<file path="config.mk">
export PLATFORM = sky130hd
export DESIGN_NAME = wide_slice_serializer
export DESIGN_NICKNAME = d
export VERILOG_FILES = /design/src/rtl/wide_slice_serializer.sv
export SDC_FILE = /design/constraint.sdc
export NUM_CORES = 1
export LEC_CHECK = 0
export BUFFER_PORTS_ARGS = -buffer_cell sky130_fd_sc_hd__buf_4
export CAP_MARGIN = 10
export CORE_AREA = 2 2 130 132
export CTS_BUF_LIST = sky130_fd_sc_hd__clkbuf_4
export CTS_CLUSTER_DIAMETER = 150
export DETAILED_ROUTE_END_ITERATION = 6
export DIE_AREA = 0 0 132 134
export MAX_ROUTING_LAYER = met4
export PLACE_DENSITY_LB_ADDON = 0.1
export SLEW_MARGIN = 0
export SYNTH_ARGS = -nofsm -noshare
export SYNTH_HDL_FRONTEND = slang
export SYNTH_SLANG_ARGS = --single-unit
</file>
<file path="constraint.sdc">
create_clock -name clk -period 1.9 [get_ports clk]
set_input_delay 0.19 -clock clk [delete_from_list [all_inputs] [get_ports clk]]
set_output_delay 0.19 -clock clk [all_outputs]
set_load 0.02 [all_outputs]
</file>
<file path="src/rtl/wide_slice_serializer.sv">
// -----------------------------------------------------------------------------
// wide_slice_serializer
//
// Takes one wide result word (NSLICE slices of SLICE_W bits) and emits it as
// NSLICE consecutive beats, least-significant slice first. A single holding
// register stores the word. When the last beat is taken, a new word can be
// loaded in the same cycle, so a continuous input stream produces a continuous
// beat stream.
//
// Handshake semantics (both sides): a transfer happens on a rising clk edge
// when valid && ready are both high. Once out_valid is raised, it stays high
// and out_data/out_idx/out_last stay stable until the beat is taken. in_ready
// depends on out_ready combinationally, but only in the last-beat refill case.
//
// Ports:
//   clk        - clock; all state updates on the rising edge
//   rst_n      - asynchronous active-low reset
//   in_valid   - upstream word present on in_data
//   in_ready   - block accepts the word this cycle
//   in_data    - wide word; slice k = bits [SLICE_W*k +: SLICE_W]
//   out_valid  - out_data holds a valid slice
//   out_ready  - downstream takes the slice
//   out_data   - current slice
//   out_idx    - index of the current slice (0..NSLICE-1)
//   out_last   - current slice is the final one of the word
//   word_cnt   - number of fully emitted words (wraps)
//   dbg_state  - FSM state for observation: 0 = IDLE, 1 = SEND
// -----------------------------------------------------------------------------
module wide_slice_serializer #(
    parameter  int SLICE_W = 41,
    parameter  int NSLICE  = 3,
    localparam int IDX_W   = (NSLICE > 1) ? $clog2(NSLICE) : 1,
    localparam int DATA_W  = SLICE_W * NSLICE
) (
    input  logic               clk,
    input  logic               rst_n,
    input  logic               in_valid,
    output logic               in_ready,
    input  logic [DATA_W-1:0]  in_data,
    output logic               out_valid,
    input  logic               out_ready,
    output logic [SLICE_W-1:0] out_data,
    output logic [IDX_W-1:0]   out_idx,
    output logic               out_last,
    output logic [63:0]        word_cnt,
    output logic               dbg_state
);

    typedef enum logic [0:0] {
        IDLE = 1'b0,   // holding register empty
        SEND = 1'b1    // holding register full, emitting beats
    } state_t;

    localparam logic [IDX_W-1:0] LAST_IDX = IDX_W'(NSLICE - 1);

    state_t              state_q;
    logic [IDX_W-1:0]    idx_q;
    logic [DATA_W-1:0]   hold_q;
    logic                in_hs;
    logic                out_hs;

    // All outputs decode directly from registers, so they are glitch-free
    // with respect to the inputs. The one exception is in_ready, which must
    // see out_ready to allow a refill in the same cycle as the last beat.
    assign out_valid = (state_q == SEND);
    assign out_idx   = idx_q;
    assign out_last  = out_valid && (idx_q == LAST_IDX);
    assign out_data  = hold_q[int'(idx_q) * SLICE_W +: SLICE_W];
    assign dbg_state = (state_q == SEND);

    // A new word is accepted when the register is empty, or when the last
    // beat is leaving in this cycle.
    assign in_ready  = (state_q == IDLE) || (out_last && out_ready);

    assign in_hs     = in_valid && in_ready;
    assign out_hs    = out_valid && out_ready;

    always_ff @(posedge clk or negedge rst_n) begin
        if (!rst_n) begin
            state_q  <= IDLE;
            idx_q    <= '0;
            hold_q   <= '0;
            word_cnt <= 64'd0;
        end else begin
            case (state_q)
                IDLE: begin
                    if (in_hs) begin
                        hold_q  <= in_data;
                        idx_q   <= '0;
                        state_q <= SEND;
                    end
                end

                SEND: begin
                    if (out_hs) begin
                        if (idx_q == LAST_IDX) begin
                            // Word completes. The counter wraps naturally at 2^64.
                            word_cnt <= word_cnt + 64'd1;
                            idx_q    <= '0;
                            if (in_hs) begin
                                // Back-to-back refill: no idle cycle between words.
                                hold_q  <= in_data;
                                state_q <= SEND;
                            end else begin
                                state_q <= IDLE;
                            end
                        end else begin
                            idx_q <= idx_q + IDX_W'(1);
                        end
                    end
                end

                default: begin
                    state_q <= IDLE;
                    idx_q   <= '0;
                end
            endcase
        end
    end

endmodule
</file>
Word-level counts from Yosys, hierarchy flattened
Index checks and enable logic that the tools add are counted.
Widths: inputs -> output; s select.
{"block": "op_classes", "n_addsub": 2, "mul": 1, "n_eq_ne": 4, "shift": 1, "muxes": 12, "bitwise": 1, "reduce_logical": 8}
{"operator": "$mux 123", "count": 3}
{"operator": "$pmux 123 s2", "count": 1}
{"operator": "$shiftx 123x9->41", "count": 1}
{"operator": "$add 64x1->64 const B", "count": 1}
{"operator": "$mul 2x6->8 const B", "count": 1}
{"operator": "$mux 2", "count": 3}
{"operator": "$logic_and 1x1->1", "count": 4}
{"operator": "$ne 2x1->1 const B", "count": 2}
{"operator": "$pmux 2 s2", "count": 1}
{"operator": "$reduce_and 2->1", "count": 2}
{"operator": "$mux 1", "count": 3}
{"operator": "$reduce_and 3->1", "count": 1}
{"operator": "$add 2x1->2 const B", "count": 1}
{"operator": "$eq 2x2->1 const B", "count": 1}
{"operator": "$ne 2x2->1 const B", "count": 1}
{"operator": "$pmux 1 s2", "count": 1}
{"operator": "$logic_or 1x1->1", "count": 1}
{"operator": "$not 1->1", "count": 1}
{"block": "totals", "regBits": 190, "input_bits": 127, "out_inout_bits": 111, "word_cells": 33}

Depth between registers and ports, before layout
{"block": "logic_depth", "ltp_word": 9, "depth_mapped": 7, "ltp_nobuf": 6}

Worst setup path after synthesis
Ideal clock, no wire load.
{"block": "synth_timing", "path_kind": "register -> output", "from": "register idx_q[1], in the netlist out_idx[1]", "to": "output out_data[10]", "t_arrival_ps": 1821, "required_ps": 1710, "path_slack_ps": -111, "stages_incl_launch_ff": 5, "path_buffers": 2, "path_cell_list": "dfrtp_1 > buf_2 > buf_1 > mux2i_1 > o21ai_0"}
{"block": "synth_via", "elab_chain_cells": 2}
{"item": "start, declared", "line": "57", "source": "logic [IDX_W-1:0] idx_q;"}
{"item": "start signal, assigned", "line": "108", "source": "idx_q <= idx_q + IDX_W'(1);"}
{"item": "$mul 2x6->8", "line": "68", "source": "assign out_data = hold_q[int'(idx_q) * SLICE_W +: SLICE_W];"}
{"item": "$shiftx 123x9->41", "line": "68"}
{"item": "end, declared", "line": "42", "source": "output logic [SLICE_W-1:0] out_data,"}
Every way passes these cells.

Worst setup path in the final report
{"block": "layout_timing", "from": "register idx_q[1], in the netlist out_idx[1]", "to": "output out_data[5]"}
The elaborated chain is that of the path after synthesis.

==> metrics.txt <==
# TYPE chip_impl_metric gauge
chip_impl_metric{name="cts_made_buffers",unit=""} 17
chip_impl_metric{name="arrival",unit="ns"} 1.88
chip_impl_metric{name="synth_area",unit="um^2"} 8646
chip_impl_metric{name="holdWs",unit="ns"} 0.07064
chip_impl_metric{name="synth.top_cell.area_share",unit=""} 0.5499
chip_impl_metric{name="setup_failing_eps_final",unit=""} 50
chip_impl_metric{name="peakVddDrop",unit="mV"} 0.9934
chip_impl_metric{name="critical_path.n_buffers_inverters",unit=""} 2
chip_impl_metric{name="drt.antenna.violating_nets",unit=""} 0
chip_impl_metric{name="layout-area-overhead-vs-synth",unit="%"} 48.76
chip_impl_metric{name="clock_latency_late_sink",unit="ns"} 0.58
chip_impl_metric{name="depth_of_the_cts_h_tree",unit=""} 4
chip_impl_metric{name="synthDistinctLibCells",unit=""} 41
chip_impl_metric{name="leakagePower",unit="nW"} 6.041
chip_impl_info{name="rsz0062_at_grt",value="true"} 1
chip_impl_info{name="synth_area_leaders",value="sky130_fd_sc_hd__dfrtp_1, sky130_fd_sc_hd__mux2_2, sky130_fd_sc_hd__mux2i_1"} 1
chip_impl_metric{name="clk_path_buf_depth",unit=""} 2
chip_impl_metric{name="dieHeight",unit="um"} 134
chip_impl_metric{name="postLayoutSetupSlackWorst",unit="ns"} -0.1740
chip_impl_info{name="cts_root_buf",value="sky130_fd_sc_hd__clkbuf_4"} 1
chip_impl_info{name="worst_path_dominant_cell_family",value="flip-flops"} 1
chip_impl_metric{name="share_of_the_yosys_chip_area_belonging_to_registers",unit=""} 0.5499
chip_impl_metric{name="antenna_found_initial",unit=""} 2
chip_impl_metric{name="highest_clock_frequency_the_design_can_meet",unit="MHz"} 482.2
chip_impl_metric{name="floorplan.core_area",unit="um^2"} 16290
chip_impl_metric{name="power.density_cell_area",unit="nW/um^2"} 1244
chip_impl_metric{name="grt_pass1_wl",unit="mm"} 39.70
chip_impl_info{name="status",value="finished with violations"} 1
chip_impl_metric{name="net_count_after_synthesis",unit=""} 822
chip_impl_metric{name="boundaryPins",unit=""} 238
chip_impl_metric{name="timing.final.crit_share",unit=""} 1.092
chip_impl_metric{name="dpl.hpwl",unit="mm"} 15.78
chip_impl_metric{name="route.vias.total",unit=""} 7241
chip_impl_metric{name="cp_slowest_stage_delay",unit="ns"} 0.50
chip_impl_metric{name="first_global_vias",unit=""} 7852
chip_impl_metric{name="floorplan.initialDensity",unit=""} 0.5308
chip_impl_metric{name="grt.overflow.total",unit=""} 0
chip_impl_info{name="post-synth-top-area-cell",value="sky130_fd_sc_hd__dfrtp_1"} 1
chip_impl_metric{name="clk_pin_slew",unit="ns"} 0.17
chip_impl_metric{name="track_usage",unit=""} 0.2943
chip_impl_metric{name="port_buffers",unit=""} 237
chip_impl_metric{name="report.final.hold_viol_count",unit=""} 0
chip_impl_metric{name="fp.dieW",unit="um"} 132
chip_impl_info{name="failing_checks",value="setup timing"} 1
chip_impl_info{name="cp_cell_sequence",value="buf_6 -> mux2i_1 -> o21ai_1 -> buf_4"} 1
chip_impl_metric{name="synth.avg_cell_area",unit="um^2"} 12.46
chip_impl_metric{name="final.setup.tns",unit="ns"} -4.458
chip_impl_metric{name="routed_wirelength",unit="mm"} 25.15
chip_impl_info{name="worstHoldPathType",value="in2async"} 1
chip_impl_info{name="cts_tree",value="yes"} 1
chip_impl_metric{name="routabilityCongestion",unit=""} 0.9084
chip_impl_metric{name="max-slew-margin-rel",unit=""} 0.6431
chip_impl_metric{name="critical_path_peak_fanout",unit=""} 12
chip_impl_metric{name="synth_seq_cells",unit=""} 190
chip_impl_info{name="layout.cells.most_common_list",value="sky130_fd_sc_hd__buf_4, sky130_fd_sc_hd__dfrtp_1, sky130_fd_sc_hd__dlygate4sd3_1, sky130_fd_sc_hd__mux2_2, sky130_fd_sc_hd__nand2_1"} 1
chip_impl_info{name="timing.setup.critical_path_class",value="reg2out"} 1
chip_impl_metric{name="initialDrtViolationCount",unit=""} 447
chip_impl_metric{name="post-route-min-period",unit="ns"} 2.074
chip_impl_metric{name="vias_per_cell",unit=""} 5.412
chip_impl_info{name="slowest_stage",value="sky130_fd_sc_hd__dfrtp_2"} 1
chip_impl_metric{name="wl_per_cell",unit="um"} 18.80
chip_impl_info{name="endpoint_kind",value="output pin"} 1
chip_impl_metric{name="timing_worst_slew_pin_value",unit="ns"} 0.5334
chip_impl_metric{name="grt_start_max_net_pins",unit=""} 77
chip_impl_metric{name="layout.nets",unit=""} 1231
chip_impl_metric{name="ys.warnings.count",unit=""} 0
chip_impl_metric{name="layout-drive-gt1-share",unit=""} 0.4507
chip_impl_metric{name="post_synth_inst_count",unit=""} 694
chip_impl_info{name="layout_commonest_cell",value="sky130_fd_sc_hd__buf_4"} 1
chip_impl_metric{name="die-area",unit="um^2"} 17690
chip_impl_metric{name="max-cap-violations",unit=""} 0
chip_impl_metric{name="remaining_drc_errors",unit=""} 0
chip_impl_metric{name="row_count",unit=""} 47
chip_impl_metric{name="cp_data_required_time",unit="ns"} 1.71
chip_impl_metric{name="detail_route.first_pass.iterations",unit=""} 5
chip_impl_metric{name="finalClockSkew",unit="ns"} 0.02927
chip_impl_metric{name="cts.sinks",unit=""} 190
chip_impl_metric{name="drv_slew",unit=""} 0
chip_impl_info{name="worstSetupStartpointType",value="flip-flop"} 1
## kinds of logic (layout without fill, tap and decap cells)
kind of cell,count (synthesis),count (layout),share of synthesized area
AND/OR/NAND/NOR,191,191,0.1265
multiplexers,165,165,0.2088
AO/OA/AOI/OAI,43,43,0.02605
other,0,2,0
XOR/XNOR,63,63,0.06382
adder cells (fa/ha/maj),1,1,0.001447
buffers and inverters,41,463,0.02344
flip-flops,190,190,0.5499
## synth_stat cells (all sizes together)
| cell | instances |
|---|---|
| a32o | 2 |
| and2 | 3 |
| and3 | 12 |
| and3b | 1 |
| and4 | 12 |
| and4b | 1 |
| buf | 27 |
| clkbuf | 10 |
| dfrtp | 190 |
| ha | 1 |
| inv | 4 |
| mux2 | 123 |
| mux2i | 42 |
| nand2 | 65 |
| nand2b | 1 |
| nand3 | 25 |
| nand3b | 1 |
| nand4 | 29 |
| nand4b | 1 |
| nor2 | 19 |
| nor2b | 1 |
| nor3 | 13 |
| nor4 | 5 |
| nor4b | 2 |
| o21ai | 41 |
| xnor2 | 37 |
| xor2 | 26 |
## where the power goes
part | internal, mW | switching [mW] | leakage [nW]
combinational | 3.83 | 3.80 | 3.51
sequential | 5.43 | 0.825 | 2.39
clock | 0.668 | 1.45 | 0.142
total | 9.92 | 6.08 | 6.04
## final timing paths
| kind | start | endpoint | slack (ns) | cells past startpoint |
|---|---|---|---|---|
| setup / recovery | out_idx[1]$_DFFE_PN0P_ | out_data[5] | -0.17 | 4 |
| hold / removal | rst_n | word_cnt[14]$_DFFE_PN0P_ | 0.07 | 2 |
| setup reg to reg | out_idx[0]$_DFFE_PN0P_ | word_cnt[54]$_DFFE_PN0P_ | -0.08 | 8 |
| hold reg to reg | word_cnt[63]$_DFFE_PN0P_ | word_cnt[63]$_DFFE_PN0P_ | 0.50 | 1 |
| max in group asynchronous | rst_n | hold_q[72]$_DFFE_PN0P_ | 1.02 | 3 |
| min in group clk | in_data[55] | hold_q[55]$_DFFE_PN0P_ | 0.36 | 3 |
## routing by layer
layer | wire length [um] | vias to the layer above | GRT usage
met5 | 0 | - | -
met4 | 622 | 0 | 0.1147
met3 | 1291 | 53 | 0.06160
met2 | 13360 | 279 | 0.5046
met1 | 9880 | 3631 | 0.3412
li1 | - | 3278 | -
## registers in the layout, indices dropped and copies added, names as in the netlist
signal	cells
hold_q	123
out_idx	2
dbg_state	1
word_cnt	64
## stage by stage
step | instance area [um^2] | utilization | instances | setup slack, ns | total power, mW
6_report | 12860 | 0.7895 | 1338 | -0.1740 | 16.00
3_5_place_dp | 10990 | 0.6746 | 1165 | 0.09246 | 13.19
4_1_cts | 12630 | 0.7753 | 1329 | -0.1919 | 15.76
5_1_grt | 12860 | 0.7895 | 1338 | -0.2496 | 16.84
2_1_floorplan | 8648 | - | 694 | -0.0002784 | 10.43
3_3_place_gp | 10990 | 0.6746 | 1165 | 0.1434 | 12.88
## layout make-up
cell class	instances	area [um^2]
Sequential cell	190	4758
Multi-Input combinational cell	463	3850
Timing Repair Buffer	427	3695
Fill cell	979	3428
Tap cell	220	275.3
Clock inverter	15	135.1
Clock buffer	17	127.6
Inverter	4	15.01
Antenna cell	2	5.005
## timing repair
item                                    in CTS  in global routing
gates cloned                                 1                  1
endpoints found under the setup margin      42                 79
hold buffers                               127                  0
setup buffers                                4                  7
hold endpoints to repair                   308                  0
pin swaps                                    0                 12
resized for setup                           11                 35
(Power assumes the default switching activity.)
